$ cat src/rtl/rv32_mem_pkg.sv
// Shared RV32 data-memory definitions: FUNCT3 access-size codes, controller states, size decode.
package rv32_mem_pkg;

  localparam logic [2:0] F3_B  = 3'b000;
  localparam logic [2:0] F3_H  = 3'b001;
  localparam logic [2:0] F3_W  = 3'b010;
  localparam logic [2:0] F3_BU = 3'b100;
  localparam logic [2:0] F3_HU = 3'b101;

  typedef enum logic [1:0] {
    ST_IDLE,
    ST_ACCESS,
    ST_DONE
  } state_t;

  typedef enum logic [1:0] {
    SZ_B,
    SZ_H,
    SZ_W
  } size_t;

  // Unused FUNCT3 codes (011/110/111) fall back to a full word access.
  function automatic size_t f3_size(input logic [2:0] f3);
    case (f3)
      F3_B, F3_BU: return SZ_B;
      F3_H, F3_HU: return SZ_H;
      default:     return SZ_W;
    endcase
  endfunction

endpackage

$ cat src/rtl/dmem_busywait_ctrl_if.sv
// Word-wide backing-memory bus: req held until a 1-cycle ack; rdata valid with ack.
interface dmem_busywait_ctrl_if;
  logic        MEM_REQ;
  logic        MEM_WE;
  logic [31:0] MEM_ADDR;
  logic [3:0]  MEM_BE;
  logic [31:0] MEM_WDATA;
  logic [31:0] MEM_RDATA;
  logic        MEM_ACK;

  modport master (
    output MEM_REQ, MEM_WE, MEM_ADDR, MEM_BE, MEM_WDATA,
    input  MEM_RDATA, MEM_ACK
  );

  modport slave (
    input  MEM_REQ, MEM_WE, MEM_ADDR, MEM_BE, MEM_WDATA,
    output MEM_RDATA, MEM_ACK
  );
endinterface

$ cat src/rtl/dmem_load_align.sv
// Combinational load lane select with sign/zero extension by FUNCT3.
module dmem_load_align
  import rv32_mem_pkg::*;
(
  input  logic [31:0] rdata,
  input  logic [1:0]  lane,
  input  logic [2:0]  funct3,
  output logic [31:0] data
);

  logic [7:0]  byte_sel;
  logic [15:0] half_sel;

  always_comb begin
    byte_sel = rdata[{lane, 3'b000} +: 8];
    half_sel = rdata[{lane[1], 4'b0000} +: 16];
    case (funct3)
      F3_B:    data = {{24{byte_sel[7]}}, byte_sel};
      F3_BU:   data = {24'h000000, byte_sel};
      F3_H:    data = {{16{half_sel[15]}}, half_sel};
      F3_HU:   data = {16'h0000, half_sel};
      default: data = rdata;
    endcase
  end

endmodule

$ cat src/rtl/dmem_busywait_ctrl.sv
// MEM-stage data-memory controller: one req/ack transaction per load/store, BUSYWAIT stalls the
// pipeline until it completes; store lane steering here, load extraction in dmem_load_align.
module dmem_busywait_ctrl
  import rv32_mem_pkg::*;
#(
  parameter int unsigned TIMEOUT_CYCLES = 255
) (
  input  logic                        CLK,
  input  logic                        RESET,
  input  logic                        MEM_READ,
  input  logic                        MEM_WRITE,
  input  logic [2:0]                  FUNCT3,
  input  logic [31:0]                 ADDRESS,
  input  logic [31:0]                 WRITE_DATA,
  output logic [31:0]                 READ_DATA,
  output logic                        BUSYWAIT,
  output logic                        MISALIGNED,
  output logic                        BUS_ERROR,
  dmem_busywait_ctrl_if.master        mem
);

  localparam logic [15:0] CNT_LAST = 16'(TIMEOUT_CYCLES - 1);

  state_t      state;
  logic [2:0]  f3_q;
  logic [1:0]  lane_q;
  logic [15:0] cnt;

  logic        req;
  logic        misaligned;
  size_t       sz;
  logic [3:0]  be_n;
  logic [31:0] wdata_n;
  logic [31:0] load_data;

  always_comb begin
    req        = MEM_READ | MEM_WRITE;
    sz         = f3_size(FUNCT3);
    misaligned = ((sz == SZ_H) && ADDRESS[0]) || ((sz == SZ_W) && (ADDRESS[1:0] != 2'b00));
    be_n       = 4'b1111;
    wdata_n    = 32'h0;
    if (MEM_WRITE) begin
      case (sz)
        SZ_B: begin
          be_n    = 4'b0001 << ADDRESS[1:0];
          wdata_n = {4{WRITE_DATA[7:0]}};
        end
        SZ_H: begin
          be_n    = ADDRESS[1] ? 4'b1100 : 4'b0011;
          wdata_n = {2{WRITE_DATA[15:0]}};
        end
        default: begin
          be_n    = 4'b1111;
          wdata_n = WRITE_DATA;
        end
      endcase
    end
  end

  // Stall must rise in the request cycle itself, before any register can capture the request.
  assign BUSYWAIT = !RESET &&
                    (((state == ST_IDLE) && req && !misaligned) || (state == ST_ACCESS));

  dmem_load_align u_load_align (
    .rdata  (mem.MEM_RDATA),
    .lane   (lane_q),
    .funct3 (f3_q),
    .data   (load_data)
  );

  always_ff @(posedge CLK) begin
    if (RESET) begin
      state         <= ST_IDLE;
      READ_DATA     <= 32'h0;
      MISALIGNED    <= 1'b0;
      BUS_ERROR     <= 1'b0;
      mem.MEM_REQ   <= 1'b0;
      mem.MEM_WE    <= 1'b0;
      mem.MEM_ADDR  <= 32'h0;
      mem.MEM_BE    <= 4'h0;
      mem.MEM_WDATA <= 32'h0;
      f3_q          <= 3'b000;
      lane_q        <= 2'b00;
      cnt           <= 16'h0;
    end else begin
      MISALIGNED <= 1'b0;
      BUS_ERROR  <= 1'b0;
      case (state)
        ST_IDLE: begin
          if (req) begin
            if (misaligned) begin
              MISALIGNED <= 1'b1;
              state      <= ST_DONE;
            end else begin
              mem.MEM_REQ   <= 1'b1;
              mem.MEM_WE    <= MEM_WRITE;
              mem.MEM_ADDR  <= {ADDRESS[31:2], 2'b00};
              mem.MEM_BE    <= be_n;
              mem.MEM_WDATA <= wdata_n;
              f3_q          <= FUNCT3;
              lane_q        <= ADDRESS[1:0];
              cnt           <= 16'h0;
              state         <= ST_ACCESS;
            end
          end
        end
        ST_ACCESS: begin
          // An ack arriving on the final allowed cycle still completes the access.
          if (mem.MEM_ACK) begin
            mem.MEM_REQ <= 1'b0;
            if (!mem.MEM_WE) READ_DATA <= load_data;
            state <= ST_DONE;
          end else if (cnt == CNT_LAST) begin
            mem.MEM_REQ <= 1'b0;
            BUS_ERROR   <= 1'b1;
            READ_DATA   <= 32'h0;
            state       <= ST_DONE;
          end else begin
            cnt <= cnt + 16'd1;
          end
        end
        ST_DONE: state <= ST_IDLE;
        default: state <= ST_IDLE;
      endcase
    end
  end

endmodule

$ cat src/flat_wrapper.sv
// flat-port wrapper written by rule: the top's interface ports become plain ports
module dmem_busywait_ctrl_flat import rv32_mem_pkg::*;
#(
  parameter int unsigned TIMEOUT_CYCLES = 255
)
  (CLK, RESET, MEM_READ, MEM_WRITE, FUNCT3, ADDRESS, WRITE_DATA, READ_DATA, BUSYWAIT, MISALIGNED, BUS_ERROR, mem_MEM_REQ, mem_MEM_WE, mem_MEM_ADDR, mem_MEM_BE, mem_MEM_WDATA, mem_MEM_RDATA, mem_MEM_ACK);
  dmem_busywait_ctrl_if mem_i ();
  input  logic CLK;
  input  logic RESET;
  input  logic MEM_READ;
  input  logic MEM_WRITE;
  input  logic [2:0] FUNCT3;
  input  logic [31:0] ADDRESS;
  input  logic [31:0] WRITE_DATA;
  output logic [31:0] READ_DATA;
  output logic BUSYWAIT;
  output logic MISALIGNED;
  output logic BUS_ERROR;
  output wire logic [$bits(mem_i.MEM_REQ)-1:0] mem_MEM_REQ;
  output wire logic [$bits(mem_i.MEM_WE)-1:0] mem_MEM_WE;
  output wire logic [$bits(mem_i.MEM_ADDR)-1:0] mem_MEM_ADDR;
  output wire logic [$bits(mem_i.MEM_BE)-1:0] mem_MEM_BE;
  output wire logic [$bits(mem_i.MEM_WDATA)-1:0] mem_MEM_WDATA;
  input wire logic [$bits(mem_i.MEM_RDATA)-1:0] mem_MEM_RDATA;
  input wire logic [$bits(mem_i.MEM_ACK)-1:0] mem_MEM_ACK;
  assign mem_MEM_REQ = mem_i.MEM_REQ;
  assign mem_MEM_WE = mem_i.MEM_WE;
  assign mem_MEM_ADDR = mem_i.MEM_ADDR;
  assign mem_MEM_BE = mem_i.MEM_BE;
  assign mem_MEM_WDATA = mem_i.MEM_WDATA;
  assign mem_i.MEM_RDATA = mem_MEM_RDATA;
  assign mem_i.MEM_ACK = mem_MEM_ACK;
  dmem_busywait_ctrl #(.TIMEOUT_CYCLES(TIMEOUT_CYCLES)) u_core (.CLK(CLK), .RESET(RESET), .MEM_READ(MEM_READ), .MEM_WRITE(MEM_WRITE), .FUNCT3(FUNCT3), .ADDRESS(ADDRESS), .WRITE_DATA(WRITE_DATA), .READ_DATA(READ_DATA), .BUSYWAIT(BUSYWAIT), .MISALIGNED(MISALIGNED), .BUS_ERROR(BUS_ERROR), .mem(mem_i));
endmodule
$ cat config.mk
export PLATFORM = sky130hd
export DESIGN_NAME = dmem_busywait_ctrl_flat
export DESIGN_NICKNAME = d
export VERILOG_FILES = /design/src/rtl/rv32_mem_pkg.sv /design/src/rtl/dmem_busywait_ctrl_if.sv /design/src/rtl/dmem_load_align.sv /design/src/rtl/dmem_busywait_ctrl.sv /design/src/flat_wrapper.sv
export SDC_FILE = /design/constraint.sdc
export NUM_CORES = 1
export LEC_CHECK = 0
export CORE_UTILIZATION = 35
export CTS_CLUSTER_DIAMETER = 120
export CTS_CLUSTER_SIZE = 8
export DETAILED_ROUTE_END_ITERATION = 10
export PLACE_DENSITY_LB_ADDON = 0.15
export SETUP_SLACK_MARGIN = 0.1
export SYNTH_ARGS = -nofsm -noshare
export SYNTH_HDL_FRONTEND = slang
export SYNTH_SLANG_ARGS = --single-unit
$ cat constraint.sdc
create_clock -name CLK -period 2.97 [get_ports CLK]
set_clock_uncertainty 0.1 [all_clocks]
set_input_delay 0.891 -clock CLK [delete_from_list [all_inputs] [get_ports CLK]]
set_output_delay 0.891 -clock CLK [all_outputs]
set_load 0.005 [all_outputs]
== Word level (Yosys, flattened, before mapping) ==
Index checks and enable logic that the tools add are counted.
Word-level totals
  output and inout bits: 105
  logic and storage cells: 89
  memories kept: 0
  latch bits: 0
  RAM bits: 0
  flip-flop bits (word level): 125
  memory bits (read-only): 0
  bits of input ports: 104
Cells by class
  bitwise logic cells: 5
  reduce and logical (&&, ||, !) cells: 25
  add/subtract/negate cells: 1
  multiply operators: 0
  equal/unequal tests: 16
  shift-type cells: 3
  $lt $le $gt $ge: 0
  divide/modulo/power cells: 0
  multiplexer cells: 27
Operators with widths (count)
  two-way mux 32 bit: 4
  case mux 32 bit (4 select lines): 1
  two-way mux 16 bit: 4
  case mux 32 bit (2 select lines): 1
  case mux 16 bit (2 select lines): 1
  variable part select 32 x 6 -> 16 bit: 1
  variable part select 32 x 6 -> 8 bit: 1
  adder 16 x 1 -> 16 bit, second input constant: 1
  equality test 16 x 8 -> 1 bit, second input constant: 1
  equality test 3 bit, second input constant: 4
  two-way mux 2 bit: 4
  two-way mux 4 bit: 2
  inequality test 2 bit, second input constant: 4
  case mux 2 bit (2 select lines): 2
  case mux 4 bit (2 select lines): 1
  equality test 3 x 1 -> 1 bit, second input constant: 2
  zero test 3 bit: 2
  two-way mux 1 bit: 6
  AND reduction 3 bit: 2
  nonzero test 2 bit: 3
  OR reduction 3 bit: 2
  logical AND 1 bit: 5
  AND reduction 5 bit: 1
  equality test 2 x 1 -> 1 bit, second input constant: 2
  other kinds (13): 20

== Logic depth before layout (Yosys ltp) ==
Gate-level depths: netlist (run 1).
  depth after elaboration: 10
  mapped depth: 7
  depth with buffers taken out: 6

== By module ==
Synthesis (run 1) repeated with hierarchy kept, for this count alone.
Second synthesis, totals
  cell total of the unflattened synthesis: 729
  area total of the unflattened synthesis: 5899.4 µm²
Modules (own cells, without submodules)
  dmem_busywait_ctrl: area each 5271.3 µm², times used 1, seq. area each 2502.4 µm², cells an instance 620
  dmem_load_align: area each 628.1 µm², times used 1, seq. area each 0.0 µm², cells an instance 109

== Worst setup path after synthesis (run 1) ==
Ideal clock, no wire load.
  path kind: input port to output port
  start point: in FUNCT3[1]
  end point: out BUSYWAIT
  setup slack: 45 ps
  stages on the path: 5
  arrival: 1934 ps
  data required time: 1979 ps
  path buffers: 2
  cells stage by stage: buf_2 > a21oi_1 > o211ai_1 > clkbuf_1 > a21oi_1
Between the ends
  cells in the longest elaborated chain, start to end: 10
  elaborated cells on any way between the ends: 16
  classes of those cells: 5 x eq/ne; 1 x mux; 10 x reduce/logical
RTL lines
  from (decl): line flat_wrapper.sv:12  | input logic [2:0] FUNCT3;
  equality test 3 x 1 -> 1 bit (tied with other cells): line rv32_mem_pkg.sv:24  | case (f3)
  OR reduction 2 bit: line rv32_mem_pkg.sv:24
  case mux 2 bit (2 select lines) *: line rv32_mem_pkg.sv:24
  equality test 2 x 1 -> 1 bit / equality test 2 bit (equally long branches): line dmem_busywait_ctrl.sv:39  | misaligned = ((sz == SZ_H) && ADDRESS[0]) || ((sz == SZ_W) && (ADDRESS[1:0] != 2'b00));
  logical AND 1 bit: line dmem_busywait_ctrl.sv:39
  logical OR 1 bit *: line dmem_busywait_ctrl.sv:39
  zero test 1 bit *: line dmem_busywait_ctrl.sv:62  | (((state == ST_IDLE) && req && !misaligned) || (state == ST_ACCESS));
  logical AND 1 bit *: line dmem_busywait_ctrl.sv:62
  logical OR 1 bit *: line dmem_busywait_ctrl.sv:62
  logical AND 1 bit *: line dmem_busywait_ctrl.sv:61  | assign BUSYWAIT = !RESET &&
  to (decl): line flat_wrapper.sv:16  | output logic BUSYWAIT;
Every way passes the cells marked *; elsewhere a longest branch is shown, timed or not.

== Worst setup path after layout (run 1) ==
  start point: in FUNCT3[0]
  end point: out BUSYWAIT
The elaborated chain is that of the path after synthesis.

==> metrics.sh, run 1 <==
TOTAL_SWITCHING_POWER_W=0.001218
CTS_ROOT_BUF='sky130_fd_sc_hd__clkbuf_16'
POSTSYNTHAREAPERCELL_UM2=8.479
NUM_IO_PINS=209
DP_CELLS=1081
LAYOUT.NETS=991
CLK_PATH_BUF_DEPTH=2
PATH_CLASS='in2out'
FINALWORSTPATHREQUIREDPERIOD_PS=2771
SW_FRAC_OF_TOTAL=0.2587
FINAL_COMMON_CELL='sky130_fd_sc_hd__clkdlybuf4s50_1'
MAX_FREQ_MHz=360.9
TNS_PS=0
FRACTION_OF_FINAL_LAYOUT_CELLS_WITH_DRIVE_STRENGTH_GREATER_THAN_1=0.09922
FP.DIEW_UM=131.2
POWER_PER_CELL_AREA_nW_PER_UM2=538.4
ROUTED_WIRELENGTH_NORMALIZED_BY_INSTANCE_COUNT_UM=17.20
STATUS='complete, no violations'
CELLLEAKAGEPOWER_nW=3.103
YOSYS_REGISTER_BITS=125
DR.PASS1.ITERS=5
ROW_COUNT=46
SYNTH_ASYNC_SR_FLOP_SHARE=0
CRITICAL_PATH.N_BUFFERS_INVERTERS=2
FP.COREAREA_UM2=16120
SYNTH_LARGEST_TYPE_AREA_FRACTION=0.4284
FILLERINSTANCES=1519
ROUTABILITYCONGESTION=0.9141
SYNTH_SEQ_AREA_SHARE=0.4284
FINALWIRELENGTH_MM=19.16
TIMING.CRITICAL_PATH.SLOWEST_CELL_DELAY_PS=260
SYN2LAYOUT_AREA_GROWTH_PCT=49.73
MAX-SLEW-MARGIN-REL=0.4309
SETUP-VIOLATIONS-FINAL=0
SYNTH_ENABLE_FLOP_CELLS=0
HOLDPATHEND='u_core.mem.MEM_ADDR[31]'
WORSTPATHCELLLIST='dlygate4sd2_1 > a21oi_2 > o211ai_1 > a21oi_1 > buf_2'
DRV_CAP=0
ENDPOINT_KIND='output port'
YOSYSWARNINGCOUNT=0
DATA_REQUIRED_TIME_AT_THE_WORST_ENDPOINT_PS=1980
CRITICAL-PATH-SLOWEST-CELL='sky130_fd_sc_hd__dlygate4sd2_1'
GRT_PASS1_WL_MM=31.02
PLACEMENT.IO_BUFFERS=206
RSZ0062_AT_GRT='false'
VDD_IR_DROP_MAX_mV=0.4240
NUM_VIAS=6009
CTS.REPORTEDPATHS.CLKPINSLEW_PS=50
WORST_SETUP_PATH_START_KIND='input pin'
TOP_CELL_FAMILY_BY_DELAY_ON_THE_CRITICAL_PATH='compound AO/OA/AOI/OAI gates'
GRT_MAX_DEGREE=70
SEQPWRFRAC=0.388
HPWL_MM=13.72
REG2REG_TO='u_core.READ_DATA[17]'
FF2FF_PATH_DEPTH=4
CTS-HTREE-LEVELS=4
COMBINATIONAL_SHARE_OF_POWER=0.171
GLOBALROUTEOVERFLOWTOTAL=0
FP.DIEAREA_UM2=17210
CTS-HOLD-FIX-BUFFERS=0
P_INT_W=0.003491
WORSTPATHMAXFANOUT=2
WORST-ENDPOINT-ARRIVAL_PS=1780
GRT_USAGE=0.2243
WORST_HOLD_SLACK_PS=352.8
YS_TYPES=57
POWER.CLOCK.FRACTION=0.441
DRT_ITER0_MARKERS=383
WORSTHOLDSTART='u_core.mem.MEM_ADDR[31]'
R2R-START='u_core.f3_q[1]'
TOTAL_CLOCK_BUFFERS_CREATED_BY_CTS=17
POST-ROUTE-PERIOD-UTIL=0.9329
GRT_ANTENNA_BEFORE_REPAIR=1
DIE_OUTLINE_HEIGHT_UM=131.2
WORSTSKEWPAIRLATENCY_PS=420
CTS_TREE='yes'
TIMING.FINAL.HOLD_VIOLATIONS=0
DRT_DRC_VIOLATIONS_LEFT=0
SLEW_VIOLATIONS=0
FINAL_CELL_COUNT_NO_FILL=1114
GRT_PASS1_VIAS=5955
ANT_NETS=0
FLOORPLAN.INITIALDENSITY=0.3625
POST_SYNTHESIS_CELL_AREA_UM2=5842
TIGHTEST_PIN_TRANSITION_PS=849.9
NUM_CLOCK_SINKS=125
MOST-COMMON-LAYOUT-CELLS='sky130_fd_sc_hd__clkdlybuf4s50_1, sky130_fd_sc_hd__dfxtp_1, sky130_fd_sc_hd__nand2_1, sky130_fd_sc_hd__a21oi_1, sky130_fd_sc_hd__nor2_1'
SYNTHTOPCELLSBYAREA='sky130_fd_sc_hd__dfxtp_1, sky130_fd_sc_hd__nand2_1, sky130_fd_sc_hd__a21oi_1'
SYNTH_TOP_FLOP_CELL='sky130_fd_sc_hd__dfxtp_1'
SYNTHCELLS=689
R2R_SETUP_SLACK_PS=800
DRT-VIAS-PER-INSTANCE=5.394
WORSTHOLDPATHCELLS=2
MIN-DELAY-PATH-CLASS='reg2reg'
SYNTHDOMINANTAREACELLTYPE='sky130_fd_sc_hd__dfxtp_1'
==> sequential cells by signal, summed over array words and instances, names as in the netlist, 2 cells and up <==
register and cells:
u_core.state 2, u_core.mem.MEM_WDATA 32, u_core.f3_q 3, u_core.lane_q 2, u_core.cnt 16, u_core.mem.MEM_ADDR 30
u_core.mem.MEM_BE 4, u_core.READ_DATA 32
==> layout make-up <==
class / instances / area [µm²] / area share
inverter: 11 / 41.29 / 0.004720
tap: 216 / 270.3 / 0.03090
multi-input combinational: 494 / 3068 / 0.3507
antenna: 1 / 2.502 / 0.0002861
clock inverter: 12 / 147.6 / 0.01688
clock buffer: 19 / 432.9 / 0.04949
sequential: 125 / 2502 / 0.2861
timing repair buffer: 236 / 2282 / 0.2609
==> what timing repair did <==
action,4_1_cts,5_1_grt
setup endpoints to repair,1,0
buffers inserted,1,0
resized for setup,11,0
==> cell families (layout without fill, tap and decap cells) <==
kind of cell               after synthesis  in the layout  share of synthesized area
DFF                                    125            125                     0.4284
adders and majority gates                2              2                   0.004283
buffers and inverters                   71            278                    0.04926
and+or+nand+nor                        227            227                     0.1848
other                                    1              3                  0.0006419
muxes                                   50             50                    0.09124
AOI/OAI and AO/OA                      213            213                     0.2414
==> stage by stage <==
| stage | power, W | instance area [µm²] | utilization | worst slack [ps] |
|---|---|---|---|---|
| global placement | 0.002647 | 8167 | 0.5068 | -345.1 |
| floorplan | 0.002224 | 5851 | - | 155.2 |
| global route | 0.004898 | 8747 | 0.5428 | 108.5 |
| CTS | 0.004739 | 8745 | 0.5426 | 215.6 |
| finish | 0.004709 | 8747 | 0.5428 | 199.2 |
| detailed placement | 0.002665 | 8167 | 0.5068 | -369.5 |
==> layer usage <==
layer  global-route usage  up-vias  routed length, µm
met1               0.2687     2859               8228
met3              0.08218       31               1575
li1                     -     2902                  -
met2               0.3602      217               8835
met4              0.09346        0                523
met5                    0        -                  0
==> how the worst max path moves through the flow <==
stage,startpoint,endpoint,slack [ps],cells past startpoint
floorplan,FUNCT3[1],BUSYWAIT,160,5
global placement,ADDRESS[0],BUSYWAIT,-350,5
detailed placement,ADDRESS[0],BUSYWAIT,-370,5
CTS,ADDRESS[0],BUSYWAIT,220,5
global route,FUNCT3[0],BUSYWAIT,110,5
finish,FUNCT3[0],BUSYWAIT,200,5
==> cells in the mapped netlist (8+ instances only) <==
cell type and number:
sky130_fd_sc_hd__o2111ai_1 16, sky130_fd_sc_hd__or4_1 11, sky130_fd_sc_hd__inv_1 10, sky130_fd_sc_hd__dfxtp_1 125
sky130_fd_sc_hd__mux2_2 16, sky130_fd_sc_hd__nor2_1 48, sky130_fd_sc_hd__mux2i_1 33, sky130_fd_sc_hd__a221oi_1 15
sky130_fd_sc_hd__o31ai_1 19, sky130_fd_sc_hd__clkbuf_1 49, sky130_fd_sc_hd__nand2_1 115, sky130_fd_sc_hd__o21ai_0 33
sky130_fd_sc_hd__a21oi_1 69, sky130_fd_sc_hd__a22oi_1 32, sky130_fd_sc_hd__nor3b_1 8
==> worst min-delay path, cell delays in order, from the launching register on <==
cell and delay (ps):
sky130_fd_sc_hd__dfxtp_1 300, sky130_fd_sc_hd__nand2_1 50, sky130_fd_sc_hd__a21oi_1 50
==> power groups by stage <==
stage	clock network [W]	logic, W	registers, W
after floorplan	0	0.000372	0.00185
after global placement	0	0.000788	0.00186
after detailed placement	0	0.000803	0.00186
after CTS	0.00211	0.000804	0.00183
after global routing	0.00219	0.000871	0.00184
final	0.00208	0.000803	0.00183
No activity file was read; power rests on OpenSTA's default activity.
==> run 2: changes to the inputs <==
Settings changed: SKIP_LAST_GASP from default to 1.
==> results of run 2 <==
Same layout as run 1: the final DEF is identical, and so are final timing and power.
